===== src/rtl/vga_canvas_arbiter_if.sv =====
// -----------------------------------------------------------------------------
// vga_canvas_arbiter_if
// Bundles every signal of the canvas arbiter except clock and reset.
//   VGA timing : valid, h_cnt[9:0], v_cnt[9:0]
//   Write port : wr_req, wr_addr[16:0], wr_data[DW-1:0], wr_ready
//   Clear      : clr_req, clr_busy
//   Canvas RAM : mem_en, mem_we, mem_addr[16:0], mem_din[DW-1:0], mem_dout[DW-1:0]
//   Pixel out  : pix_data[DW-1:0], pix_valid
//   wr_err     : only present when WR_ADDR_CHECK_EN is defined
// Modports: slave = the arbiter itself, master = its surroundings
// (timing controller, stroke writer, clear requester, RAM).
// -----------------------------------------------------------------------------
interface vga_canvas_arbiter_if #(
   parameter int DW = 1
);
   logic          valid;
   logic [9:0]    h_cnt;
   logic [9:0]    v_cnt;
   logic          wr_req;
   logic [16:0]   wr_addr;
   logic [DW-1:0] wr_data;
   logic          wr_ready;
   logic          clr_req;
   logic          clr_busy;
   logic          mem_en;
   logic          mem_we;
   logic [16:0]   mem_addr;
   logic [DW-1:0] mem_din;
   logic [DW-1:0] mem_dout;
   logic [DW-1:0] pix_data;
   logic          pix_valid;
`ifdef WR_ADDR_CHECK_EN
   logic          wr_err;
`endif

   modport slave (
      input  valid, h_cnt, v_cnt, wr_req, wr_addr, wr_data, clr_req, mem_dout,
`ifdef WR_ADDR_CHECK_EN
      output wr_err,
`endif
      output wr_ready, clr_busy, mem_en, mem_we, mem_addr, mem_din,
             pix_data, pix_valid
   );

   modport master (
      output valid, h_cnt, v_cnt, wr_req, wr_addr, wr_data, clr_req, mem_dout,
`ifdef WR_ADDR_CHECK_EN
      input  wr_err,
`endif
      input  wr_ready, clr_busy, mem_en, mem_we, mem_addr, mem_din,
             pix_data, pix_valid
   );
endinterface


===== src/rtl/vga_canvas_arbiter.sv =====
// -----------------------------------------------------------------------------
// vga_canvas_arbiter
// Shares one single-port 320x240 canvas RAM between VGA scan-out (owns every
// active-video cycle), a buffered pixel-write requester (drained in blanking)
// and a full-canvas clear engine. Runs on the 25 MHz pixel clock.
// Ports:
//   clk  - pixel clock
//   rst  - asynchronous, active-low reset
//   bus  - vga_canvas_arbiter_if.slave (timing, write port, clear, RAM, pixel)
// Optional feature macro: WR_ADDR_CHECK_EN
//   defined   -> out-of-range writes are accepted but dropped, sticky wr_err
//   undefined -> every accepted write is queued unchanged, no wr_err
// Slot priority per cycle: scan read > clear write > FIFO drain > idle.
// -----------------------------------------------------------------------------
module vga_canvas_arbiter #(
   parameter int DW           = 1,
   parameter int FIFO_DEPTH   = 8,
   parameter int CANVAS_WORDS = 76800
) (
   input  logic                clk,
   input  logic                rst,
   vga_canvas_arbiter_if.slave bus
);
   localparam int              PW        = (FIFO_DEPTH > 1) ? $clog2(FIFO_DEPTH) : 1;
   localparam int              CW        = PW + 1;
   localparam logic [16:0]     CLR_LAST  = 17'(CANVAS_WORDS - 1);
   localparam logic [CW-1:0]   FIFO_FULL = CW'(FIFO_DEPTH);

   typedef enum logic [0:0] {
      ST_IDLE  = 1'b0,
      ST_CLEAR = 1'b1
   } state_t;

   state_t        state_r;
   state_t        state_nxt_s;
   logic [16:0]   clr_cnt_r;
   logic          clr_busy_r;
   logic          wr_ready_r;
   logic [CW-1:0] count_r;
   logic [CW-1:0] count_nxt_s;
   logic [PW-1:0] wr_ptr_r;
   logic [PW-1:0] rd_ptr_r;
   logic [16:0]   fifo_addr_r [FIFO_DEPTH];
   logic [DW-1:0] fifo_data_r [FIFO_DEPTH];

   logic          mem_en_r;
   logic          mem_we_r;
   logic [16:0]   mem_addr_r;
   logic [DW-1:0] mem_din_r;
   logic          valid_d1_r;
   logic          valid_d2_r;
   logic [DW-1:0] pix_data_r;
   logic          pix_valid_r;

   logic [16:0]   v_half_s;
   logic [16:0]   h_half_s;
   logic [16:0]   scan_addr_s;
   logic          clr_start_s;
   logic          clr_wr_s;
   logic          clr_last_s;
   logic          push_req_s;
   logic          push_s;
   logic          pop_s;
`ifdef WR_ADDR_CHECK_EN
   logic          addr_bad_s;
   logic          wr_err_r;
`endif

   // Slot decision, FIFO handshake and next-state computation from current inputs
   always_comb begin
      v_half_s    = {8'd0, bus.v_cnt[9:1]};
      h_half_s    = {8'd0, bus.h_cnt[9:1]};
      // 320*y = (y<<8) + (y<<6); any overflow simply wraps in 17 bits
      scan_addr_s = (v_half_s << 8) + (v_half_s << 6) + h_half_s;

      clr_start_s = (state_r == ST_IDLE) && bus.clr_req;
      clr_wr_s    = (state_r == ST_CLEAR) && !bus.valid;
      clr_last_s  = (clr_cnt_r == CLR_LAST);
      push_req_s  = bus.wr_req && wr_ready_r;
`ifdef WR_ADDR_CHECK_EN
      addr_bad_s  = ({15'd0, bus.wr_addr} >= 32'(CANVAS_WORDS));
      push_s      = push_req_s && !addr_bad_s;
`else
      push_s      = push_req_s;
`endif
      // A clear start flushes the FIFO, so nothing is drained in that cycle
      pop_s       = !bus.valid && (state_r == ST_IDLE) && !clr_start_s &&
                    (count_r != {CW{1'b0}});

      if (clr_start_s) begin
         count_nxt_s = {CW{1'b0}};
      end else begin
         count_nxt_s = count_r + CW'(push_s) - CW'(pop_s);
      end

      state_nxt_s = state_r;
      if (clr_start_s) begin
         state_nxt_s = ST_CLEAR;
      end else if (clr_wr_s && clr_last_s) begin
         state_nxt_s = ST_IDLE;
      end else begin
         state_nxt_s = state_r;
      end
   end

   // Control state, FIFO bookkeeping, registered RAM slot and pixel pipeline
   always_ff @(posedge clk or negedge rst) begin
      if (!rst) begin
         state_r     <= ST_IDLE;
         clr_cnt_r   <= 17'd0;
         clr_busy_r  <= 1'b0;
         wr_ready_r  <= 1'b0;
         count_r     <= {CW{1'b0}};
         wr_ptr_r    <= {PW{1'b0}};
         rd_ptr_r    <= {PW{1'b0}};
         mem_en_r    <= 1'b0;
         mem_we_r    <= 1'b0;
         mem_addr_r  <= 17'd0;
         mem_din_r   <= {DW{1'b0}};
         valid_d1_r  <= 1'b0;
         valid_d2_r  <= 1'b0;
         pix_data_r  <= {DW{1'b0}};
         pix_valid_r <= 1'b0;
`ifdef WR_ADDR_CHECK_EN
         wr_err_r    <= 1'b0;
`endif
      end else begin
         state_r    <= state_nxt_s;
         count_r    <= count_nxt_s;
         clr_busy_r <= (state_nxt_s == ST_CLEAR);
         // Registered from next count/state: a same-cycle pop cannot raise it early
         wr_ready_r <= (count_nxt_s != FIFO_FULL) && (state_nxt_s != ST_CLEAR);

         if (clr_start_s) begin
            wr_ptr_r <= {PW{1'b0}};
            rd_ptr_r <= {PW{1'b0}};
         end else begin
            if (push_s) begin
               wr_ptr_r <= wr_ptr_r + PW'(1);
            end
            if (pop_s) begin
               rd_ptr_r <= rd_ptr_r + PW'(1);
            end
         end

         // The sweep counter only advances on cycles where a clear write is issued
         if (clr_start_s) begin
            clr_cnt_r <= 17'd0;
         end else if (clr_wr_s && !clr_last_s) begin
            clr_cnt_r <= clr_cnt_r + 17'd1;
         end

         if (bus.valid) begin
            mem_en_r   <= 1'b1;
            mem_we_r   <= 1'b0;
            mem_addr_r <= scan_addr_s;
            mem_din_r  <= {DW{1'b0}};
         end else if (clr_wr_s) begin
            mem_en_r   <= 1'b1;
            mem_we_r   <= 1'b1;
            mem_addr_r <= clr_cnt_r;
            mem_din_r  <= {DW{1'b0}};
         end else if (pop_s) begin
            mem_en_r   <= 1'b1;
            mem_we_r   <= 1'b1;
            mem_addr_r <= fifo_addr_r[rd_ptr_r];
            mem_din_r  <= fifo_data_r[rd_ptr_r];
         end else begin
            mem_en_r   <= 1'b0;
            mem_we_r   <= 1'b0;
            mem_addr_r <= 17'd0;
            mem_din_r  <= {DW{1'b0}};
         end

         // valid -> address on pins -> RAM data -> pixel register
         valid_d1_r  <= bus.valid;
         valid_d2_r  <= valid_d1_r;
         pix_valid_r <= valid_d2_r;
         pix_data_r  <= valid_d2_r ? bus.mem_dout : {DW{1'b0}};

`ifdef WR_ADDR_CHECK_EN
         if (clr_start_s) begin
            wr_err_r <= 1'b0;
         end else if (push_req_s && addr_bad_s) begin
            wr_err_r <= 1'b1;
         end
`endif
      end
   end

   // FIFO storage; contents are don't-care until written, so no reset
   always_ff @(posedge clk) begin
      if (push_s) begin
         fifo_addr_r[wr_ptr_r] <= bus.wr_addr;
         fifo_data_r[wr_ptr_r] <= bus.wr_data;
      end
   end

   assign bus.wr_ready  = wr_ready_r;
   assign bus.clr_busy  = clr_busy_r;
   assign bus.mem_en    = mem_en_r;
   assign bus.mem_we    = mem_we_r;
   assign bus.mem_addr  = mem_addr_r;
   assign bus.mem_din   = mem_din_r;
   assign bus.pix_data  = pix_data_r;
   assign bus.pix_valid = pix_valid_r;
`ifdef WR_ADDR_CHECK_EN
   assign bus.wr_err    = wr_err_r;
`endif

endmodule


===== src/flat_wrapper.sv =====
// flat-port wrapper written by rule: the top's interface ports become plain ports
module vga_canvas_arbiter_flat 
#(
   parameter int DW           = 1,
   parameter int FIFO_DEPTH   = 8,
   parameter int CANVAS_WORDS = 76800
)
  (clk, rst, bus_valid, bus_h_cnt, bus_v_cnt, bus_wr_req, bus_wr_addr, bus_wr_data, bus_clr_req, bus_mem_dout, bus_wr_ready, bus_clr_busy, bus_mem_en, bus_mem_we, bus_mem_addr, bus_mem_din, bus_pix_data, bus_pix_valid);
  vga_canvas_arbiter_if #(.DW(DW)) bus_i ();
  input  logic clk;
  input  logic rst;
  input wire logic [$bits(bus_i.valid)-1:0] bus_valid;
  input wire logic [$bits(bus_i.h_cnt)-1:0] bus_h_cnt;
  input wire logic [$bits(bus_i.v_cnt)-1:0] bus_v_cnt;
  input wire logic [$bits(bus_i.wr_req)-1:0] bus_wr_req;
  input wire logic [$bits(bus_i.wr_addr)-1:0] bus_wr_addr;
  input wire logic [$bits(bus_i.wr_data)-1:0] bus_wr_data;
  input wire logic [$bits(bus_i.clr_req)-1:0] bus_clr_req;
  input wire logic [$bits(bus_i.mem_dout)-1:0] bus_mem_dout;
  output wire logic [$bits(bus_i.wr_ready)-1:0] bus_wr_ready;
  output wire logic [$bits(bus_i.clr_busy)-1:0] bus_clr_busy;
  output wire logic [$bits(bus_i.mem_en)-1:0] bus_mem_en;
  output wire logic [$bits(bus_i.mem_we)-1:0] bus_mem_we;
  output wire logic [$bits(bus_i.mem_addr)-1:0] bus_mem_addr;
  output wire logic [$bits(bus_i.mem_din)-1:0] bus_mem_din;
  output wire logic [$bits(bus_i.pix_data)-1:0] bus_pix_data;
  output wire logic [$bits(bus_i.pix_valid)-1:0] bus_pix_valid;
  assign bus_i.valid = bus_valid;
  assign bus_i.h_cnt = bus_h_cnt;
  assign bus_i.v_cnt = bus_v_cnt;
  assign bus_i.wr_req = bus_wr_req;
  assign bus_i.wr_addr = bus_wr_addr;
  assign bus_i.wr_data = bus_wr_data;
  assign bus_i.clr_req = bus_clr_req;
  assign bus_i.mem_dout = bus_mem_dout;
  assign bus_wr_ready = bus_i.wr_ready;
  assign bus_clr_busy = bus_i.clr_busy;
  assign bus_mem_en = bus_i.mem_en;
  assign bus_mem_we = bus_i.mem_we;
  assign bus_mem_addr = bus_i.mem_addr;
  assign bus_mem_din = bus_i.mem_din;
  assign bus_pix_data = bus_i.pix_data;
  assign bus_pix_valid = bus_i.pix_valid;
  vga_canvas_arbiter #(.DW(DW), .FIFO_DEPTH(FIFO_DEPTH), .CANVAS_WORDS(CANVAS_WORDS)) u_core (.clk(clk), .rst(rst), .bus(bus_i));
endmodule

===== config.mk =====
export PLATFORM = sky130hd
export DESIGN_NAME = vga_canvas_arbiter_flat
export DESIGN_NICKNAME = d
export VERILOG_FILES = /design/src/rtl/vga_canvas_arbiter_if.sv /design/src/rtl/vga_canvas_arbiter.sv /design/src/flat_wrapper.sv
export SDC_FILE = /design/constraint.sdc
export NUM_CORES = 1
export LEC_CHECK = 0
export BUFFER_PORTS_ARGS = -buffer_cell sky130_fd_sc_hd__buf_2
export CAP_MARGIN = 20
export CORE_MARGIN = 1.5
export CORE_UTILIZATION = 64
export DETAILED_ROUTE_END_ITERATION = 12
export PLACE_DENSITY = 0.89
export SYNTH_ARGS = -nofsm -noshare
export SYNTH_HDL_FRONTEND = slang
export SYNTH_SLANG_ARGS = --single-unit

===== constraint.sdc =====
create_clock -name clk -period 6.9 [get_ports clk]
set_input_delay 0.69 -clock clk [delete_from_list [all_inputs] [get_ports clk]]
set_output_delay 0.69 -clock clk [all_outputs]
set_load 0.05 [all_outputs]

==> results of run 1 <==
[where the power goes]
part / leakage, µW / switching (µW) / internal, µW
sequential: 0.00196 / 37.5 / 1320
clock: 0.000279 / 385 / 536
combinational: 0.00140 / 245 / 156
total: 0.00364 / 667 / 2010
[state kept, by name, indices dropped and copies added (netlist names), 3 cells and up]
signal and count:
u_core.count_r 4, u_core.bus.mem_addr 17, u_core.clr_cnt_r 17, u_core.wr_ptr_r 3, u_core.fifo_data_r 8, u_core.rd_ptr_r 3
u_core.fifo_addr_r 136
[per-stage QoR]
stage,std cells,cell area [µm²],util (%),hold WS [ps]
finish,798,9640,73.4,176
global route,798,9640,73.4,197
CTS,796,9590,73.0,361
detailed placement,764,9040,68.8,336
global placement,764,9040,68.8,335
floorplan,536,8540,-,331
[routing by layer]
metal,up-vias,wire [µm],GRT usage (%)
met4,0,303,9.94
met2,196,8780,43.3
met3,25,920,4.25
met5,-,0,0
met1,2445,6750,32.5
li1,2186,-,-
[final cells by class]
cell class | instances | area share (%)
Clock buffer | 28 | 5.24
Clock inverter | 4 | 0.493
Inverter | 24 | 0.935
Multi-Input combinational cell | 291 | 27.7
Sequential cell | 197 | 58.6
Tap cell | 176 | 2.28
Timing Repair Buffer | 78 | 4.72
[cells by family (layout without fill, tap and decap cells)]
family	after synthesis	after routing	share of synthesized area (%)
fa+ha+maj	28	28	4.37
mux	69	69	14.1
buf+inv	48	134	2.68
xor+xnor	18	18	1.85
compound gates	59	59	4.18
simple gates	117	117	6.62
flops	197	197	66.2
[Yosys cell counts, types with 2 or more instances]
cell type	instances	area share [%]
edfxtp_1	144	51
buf_2	8	0.47
ha_1	25	3.7
inv_1	23	1.0
and3_1	3	0.22
or3_1	2	0.15
xor2_1	6	0.62
a211oi_1	7	0.62
nor3_1	10	0.59
or2_2	2	0.15
a21oi_1	18	1.1
buf_4	2	0.18
mux4_2	22	5.8
nand3_1	8	0.47
dfrtp_1	53	16
o21ai_0	18	1.1
mux4_1	14	4.3
a31oi_1	2	0.15
a21o_1	2	0.18
buf_6	2	0.26
nor2_1	30	1.3
nor3b_1	3	0.26
nand2b_1	8	0.59
fa_1	3	0.70
nand4_1	2	0.15
and2_1	4	0.29
nand2_1	35	1.5
nor2b_1	3	0.22
mux2i_1	23	2.7
xnor2_1	12	1.2
clkbuf_1	8	0.35
mux2_2	10	1.3
buf_1	3	0.13
a22oi_1	4	0.35
and4_1	3	0.31
[layout by cell type, fill, tap and decap left out, types with 8 or more instances in the layout]
cell type,netlist,layout
edfxtp_1,144,144
mux4_1,14,14
mux4_2,22,22
buf_4,2,11
buf_2,8,65
mux2_2,10,10
nor2_1,30,30
o21ai_0,18,18
dfrtp_1,53,52
nand3_1,8,8
a21oi_1,18,18
inv_1,23,23
xnor2_1,12,12
nand2_1,35,35
nor3_1,10,8
clkbuf_16,0,17
ha_1,25,25
mux2i_1,23,23
nand2b_1,8,8
[final timing paths]
kind	end	slack (ps)	cells past startpoint
max in group asynchronous	u_core.rd_ptr_r[0]$_DFFE_PN0P_	6200	2
min	u_core.bus.mem_en$_DFF_PN0_	180	1
min in group clk	u_core.valid_d2_r$_DFF_PN0_	360	0
min reg2reg	u_core.valid_d2_r$_DFF_PN0_	360	0
max reg2reg	u_core.bus.wr_ready$_DFF_PN0_	3480	12
max	u_core.bus.wr_ready$_DFF_PN0_	3480	12
==> flow_summary_export.csv, run 1 <==
group,metric,value,unit
status,outcome,"complete, no violations",
pwr,p_leak,0.00364,µW
timing,fin_crit_sh,49.5,%
critical_path,r2r_start,"u_core.state_r$_DFF_PN0_",
clocking,post_cts_resize_count,0,
clocking,hold_buffers,0,
critical_path,startpoint_type,"flip-flop",
yosys,synth_cell_types,49,
detailed_routing,drc,0,
yosys,synthArstFlopShare,26.9,%
detailed_routing,dr.pass1.iters,6,
critical_path,required,7210,ps
clocking,clock_path_buffers,2,
critical_path,cp_num_buf_inv,2,
critical_path,worstSetupEndpointType,"flip-flop",
floorplanning,die_w,119,µm
yosys,synth_edf_count,144,
timing,slew_viol_final,0,
detailed_routing,viasPerCell,6.08,
yosys,ys_seq_area_share,66.2,%
yosys,syn_nets,608,
flow_run,cap_violations,0,
pwr,powerDensity,278,mW/mm²
critical_path,cp_max_fo,19,
layout,multi_input_area,0.00267,mm²
placement,gp_congestion,0.810,
timing,setup_viol_count_final,0,
clocking,cts_tree,"built",
placement,dpl.hpwl,10.2,mm
layout,diodes,0,
timing,clock_skew,5.27,ps
floorplanning,initial_utilization,65.0,%
layout,layout-drive-gt1-share,23.5,%
timing,tns,0,ps
global_routing,grt_remaining_overflow,0,
floorplanning,num_rows,42,
yosys,synth_cells,536,
layout,areaGrowthSynthToFinish,12.9,%
detailed_routing,postRouteAntennaNets,0,
detailed_routing,wirelength,16.8,mm
critical_path,path_cells,"nor2_1 > nand2b_1 > or2_0 > inv_2 > ha_1 > inv_1 > ha_1 > a21o_1 > a21oi_1 > xnor2_1 > nor2_1 > a31oi_1",
detailed_routing,vias,4852,
placement,preCtsSetupSlack,3580,ps
critical_path,setup.worst_path.start,"u_core.state_r$_DFF_PN0_",
timing,tightest_slew,790,ps
floorplanning,die_h,119,µm
layout,finalNetCount,681,
detailed_routing,routedWlPerCell,21.0,µm
clocking,clock-sinks,197,
yosys,syn-mean-instance-area,15.9,µm²
timing,rsz0062_at_grt,"no",
global_routing,grt_pass1_vias,4938,
clocking,path_clk_slew,60,ps
timing,min_period,3420,ps
floorplanning,coreArea,0.0131,mm²
pwr,total_power,2680,µW
timing,finalHoldViolations,0,
timing,timing.final.ws_setup,3480,ps
layout,regArea,0.00565,mm²
layout,fillers,786,
critical_path,crit_arrival,3720,ps
floorplanning,io_pins,68,
yosys,ys_ff_latch,197,
critical_path,worstSetupPathType,"flip-flop to flip-flop",
critical_path,crit_path_top_delay_cell,"dfrtp_1",
clocking,cts_buffers,17,
yosys,ys.warnings.count,0,
clocking,post_cts_buffers,0,
global_routing,grt_use_total,25.2,%
critical_path,cpPeakStageDelay,750,ps
detailed_routing,drt_first_iter_violations,422,
global_routing,grt_pass1_wl,26.2,mm
placement,numPortBuffers,65,
clocking,htreeDepth,4,
global_routing,grt_max_degree,54,
global_routing,antenna_found_initial,0,
timing,maxSlewHeadroom,47.2,%
clocking,clk_latency,430,ps
clocking,cts_root_buffer,"clkbuf_16",
critical_path,critical-path-top-delay-family,"simple AND/OR/NAND/NOR gates",
min_path,hold_path.class,"input port to async pin",
pwr,irDropWorstVdd,0.000191,V
timing,fmax,293,MHz
yosys,synth_ff_type,"edfxtp_1",
yosys,syn_area,0.00854,mm²
floorplanning,fp.dieArea,0.0140,mm²
No activity file was read; power rests on OpenSTA's default activity.
==> run 2: changes to the inputs <==
- CORE_UTILIZATION: 64 -> 54
- PLACE_DENSITY: 0.89 -> 0.81
- clock period: 6.9 -> 3.04 ns (I/O delays scaled with it)
==> run 2 against run 1 <==
Register-to-register slack got worse by 3000 ps. Critical endpoint unchanged. Highest routed layer unchanged. Combinational power increased by 120%. Global-route usage down 3.8 points. First-iteration DRC count is 14% higher.
==> flow_summary_export.csv, run 2 (synthesis gave the netlist of run 1 again) <==
group,metric,value,unit
clocking,path_clk_slew,70,ps
detailed_routing,vias,4774,
layout,areaGrowthSynthToFinish,14.4,%
timing,fmax,390,MHz
layout,top_register,"u_core.fifo_addr_r",
layout,finalNetCount,688,
critical_path,crit_arrival,2910,ps
timing,tns,0,ps
clocking,clock_path_buffers,2,
clocking,clk_latency,440,ps
detailed_routing,postRouteAntennaNets,0,
pwr,irDropWorstVdd,0.000464,V
clocking,cts_buffers,17,
critical_path,required,3390,ps
critical_path,r2r_start,"u_core.count_r[2]$_DFF_PN0_",
floorplanning,fp.dieArea,0.0166,mm²
floorplanning,initial_utilization,55.8,%
floorplanning,num_rows,45,
global_routing,antenna_found_initial,0,
clocking,hold_buffers,1,
clocking,clock-sinks,197,
min_path,worstHoldPathCells,2,
floorplanning,io_pins,68,
flow_run,cap_violations,0,
clocking,cts_root_buffer,"clkbuf_16",
timing,clock_skew,9.42,ps
detailed_routing,wirelength,16.6,mm
critical_path,startpoint_type,"flip-flop",
layout,diodes,0,
placement,gp_congestion,0.789,
min_path,hold_path.class,"input port to flip-flop",
timing,timing.final.ws_setup,476,ps
detailed_routing,drt_first_iter_violations,479,
clocking,cts_tree,"built",
critical_path,rrSetupSlack,480,ps
critical_path,r2r-end,"u_core.bus.wr_ready$_DFF_PN0_",
min_path,hp-start,"bus_mem_dout",
layout,final_cell_mix,"144 x edfxtp_1, 65 x buf_2, 52 x dfrtp_1",
timing,slew_viol_final,0,
timing,min_period,2560,ps
timing,finalHoldViolations,0,
min_path,hold_path_end,"u_core.bus.pix_data$_DFF_PN0_",
detailed_routing,routedWlPerCell,19.8,µm
layout,largest_register_ffs,136,
detailed_routing,viasPerCell,5.68,
global_routing,grt_pass1_wl,25.7,mm
placement,preCtsSetupSlack,462,ps
detailed_routing,drc,0,
timing,rsz0062_at_grt,"no",
pwr,p_leak,0.00367,µW
critical_path,worstSetupPathType,"flip-flop to flip-flop",
status,outcome,"complete, no violations",
placement,numPortBuffers,65,
global_routing,grt_use_total,21.4,%
timing,tightest_slew,686,ps
clocking,post_cts_buffers,0,
floorplanning,die_w,129,µm
clocking,htreeDepth,4,
detailed_routing,dr.pass1.iters,5,
floorplanning,coreArea,0.0153,mm²
critical_path,cp_max_fo,7,
clocking,post_cts_resize_count,0,
global_routing,grt_max_degree,39,
placement,dpl.hpwl,10.7,mm
timing,maxSlewHeadroom,54.2,%
timing,fin_crit_sh,84.3,%
global_routing,grt_remaining_overflow,0,
layout,final_common_cell,"edfxtp_1",
global_routing,grt_pass1_vias,4778,
timing,fin_hold_ws,85.9,ps
critical_path,worstSetupEndpointType,"flip-flop",
critical_path,reg2regPathDepth,14,
pwr,powerDensity,638,mW/mm²
layout,layout-drive-gt1-share,24.5,%
floorplanning,die_h,129,µm
timing,setup_viol_count_final,0,
run 2: cell count changes in the layout (fill, tap and decap cells not counted), moves of 3 or more:
cell	change
buf_4	+7
clkinvlp_4	+3
clkbuf_1	-3
clkbuf_4	-5
inv_6	+3
run 2: cell type report:
cell class / count / area (µm²)
Sequential cell: 197 / 5650
Fill cell: 1055 / 5550
Multi-Input combinational cell: 291 / 2670
Timing Repair Buffer: 85 / 490
Clock buffer: 18 / 429
Tap cell: 211 / 264
Clock inverter: 14 / 173
Inverter: 24 / 90.1
run 2: through the flow:
step,cells,total power [µW],instance area (µm²),utilization [%]
global placement,807,3980,9160,59.8
global route,840,6470,9770,63.8
detailed placement,807,4040,9160,59.8
finish,840,6230,9770,63.8
CTS,840,6270,9770,63.8
floorplan,536,3800,8540,-
run 2: worst max path at each step:
stage,endpoint,cells past startpoint,slack (ps),from
2_1_floorplan,u_core.fifo_addr_r[0][0]$_DFFE_PP_,3,230,u_core.bus.wr_ready$_DFF_PN0_
3_3_place_gp,u_core.bus.mem_addr[14]$_DFF_PN0_,10,510,bus_v_cnt[1]
3_5_place_dp,u_core.bus.mem_addr[14]$_DFF_PN0_,10,460,bus_v_cnt[1]
4_1_cts,u_core.bus.wr_ready$_DFF_PN0_,14,460,u_core.count_r[2]$_DFF_PN0_
5_1_grt,u_core.bus.wr_ready$_DFF_PN0_,14,270,u_core.count_r[2]$_DFF_PN0_
6_report,u_core.bus.wr_ready$_DFF_PN0_,14,480,u_core.count_r[2]$_DFF_PN0_
run 2: critical path: stages, from the launching register on:
cell and delay (ps):
dfrtp_1 320, inv_1 50, ha_1 180, nor3b_1 130
nand2b_1 150, or2_0 240, inv_2 150, ha_1 170
inv_1 60, ha_1 270, a21o_1 160, a21oi_1 190
xnor2_1 140, nor2_1 70, a31oi_1 200
run 2: where the power goes:
group          switching (µW)  internal, µW
logic                     537           362
clock network            1010          1240
registers                87.2          3000
total                    1640          4600
run 2: routing by layer:
layer  vias to the layer above  global-route usage (%)  wire length, µm
met1                      2418                    27.3             7110
met2                       140                    36.3             8480
met4                         0                    6.81              211
met3                        14                    5.36              804
li1                       2202                       -                -
met5                         -                       0                0
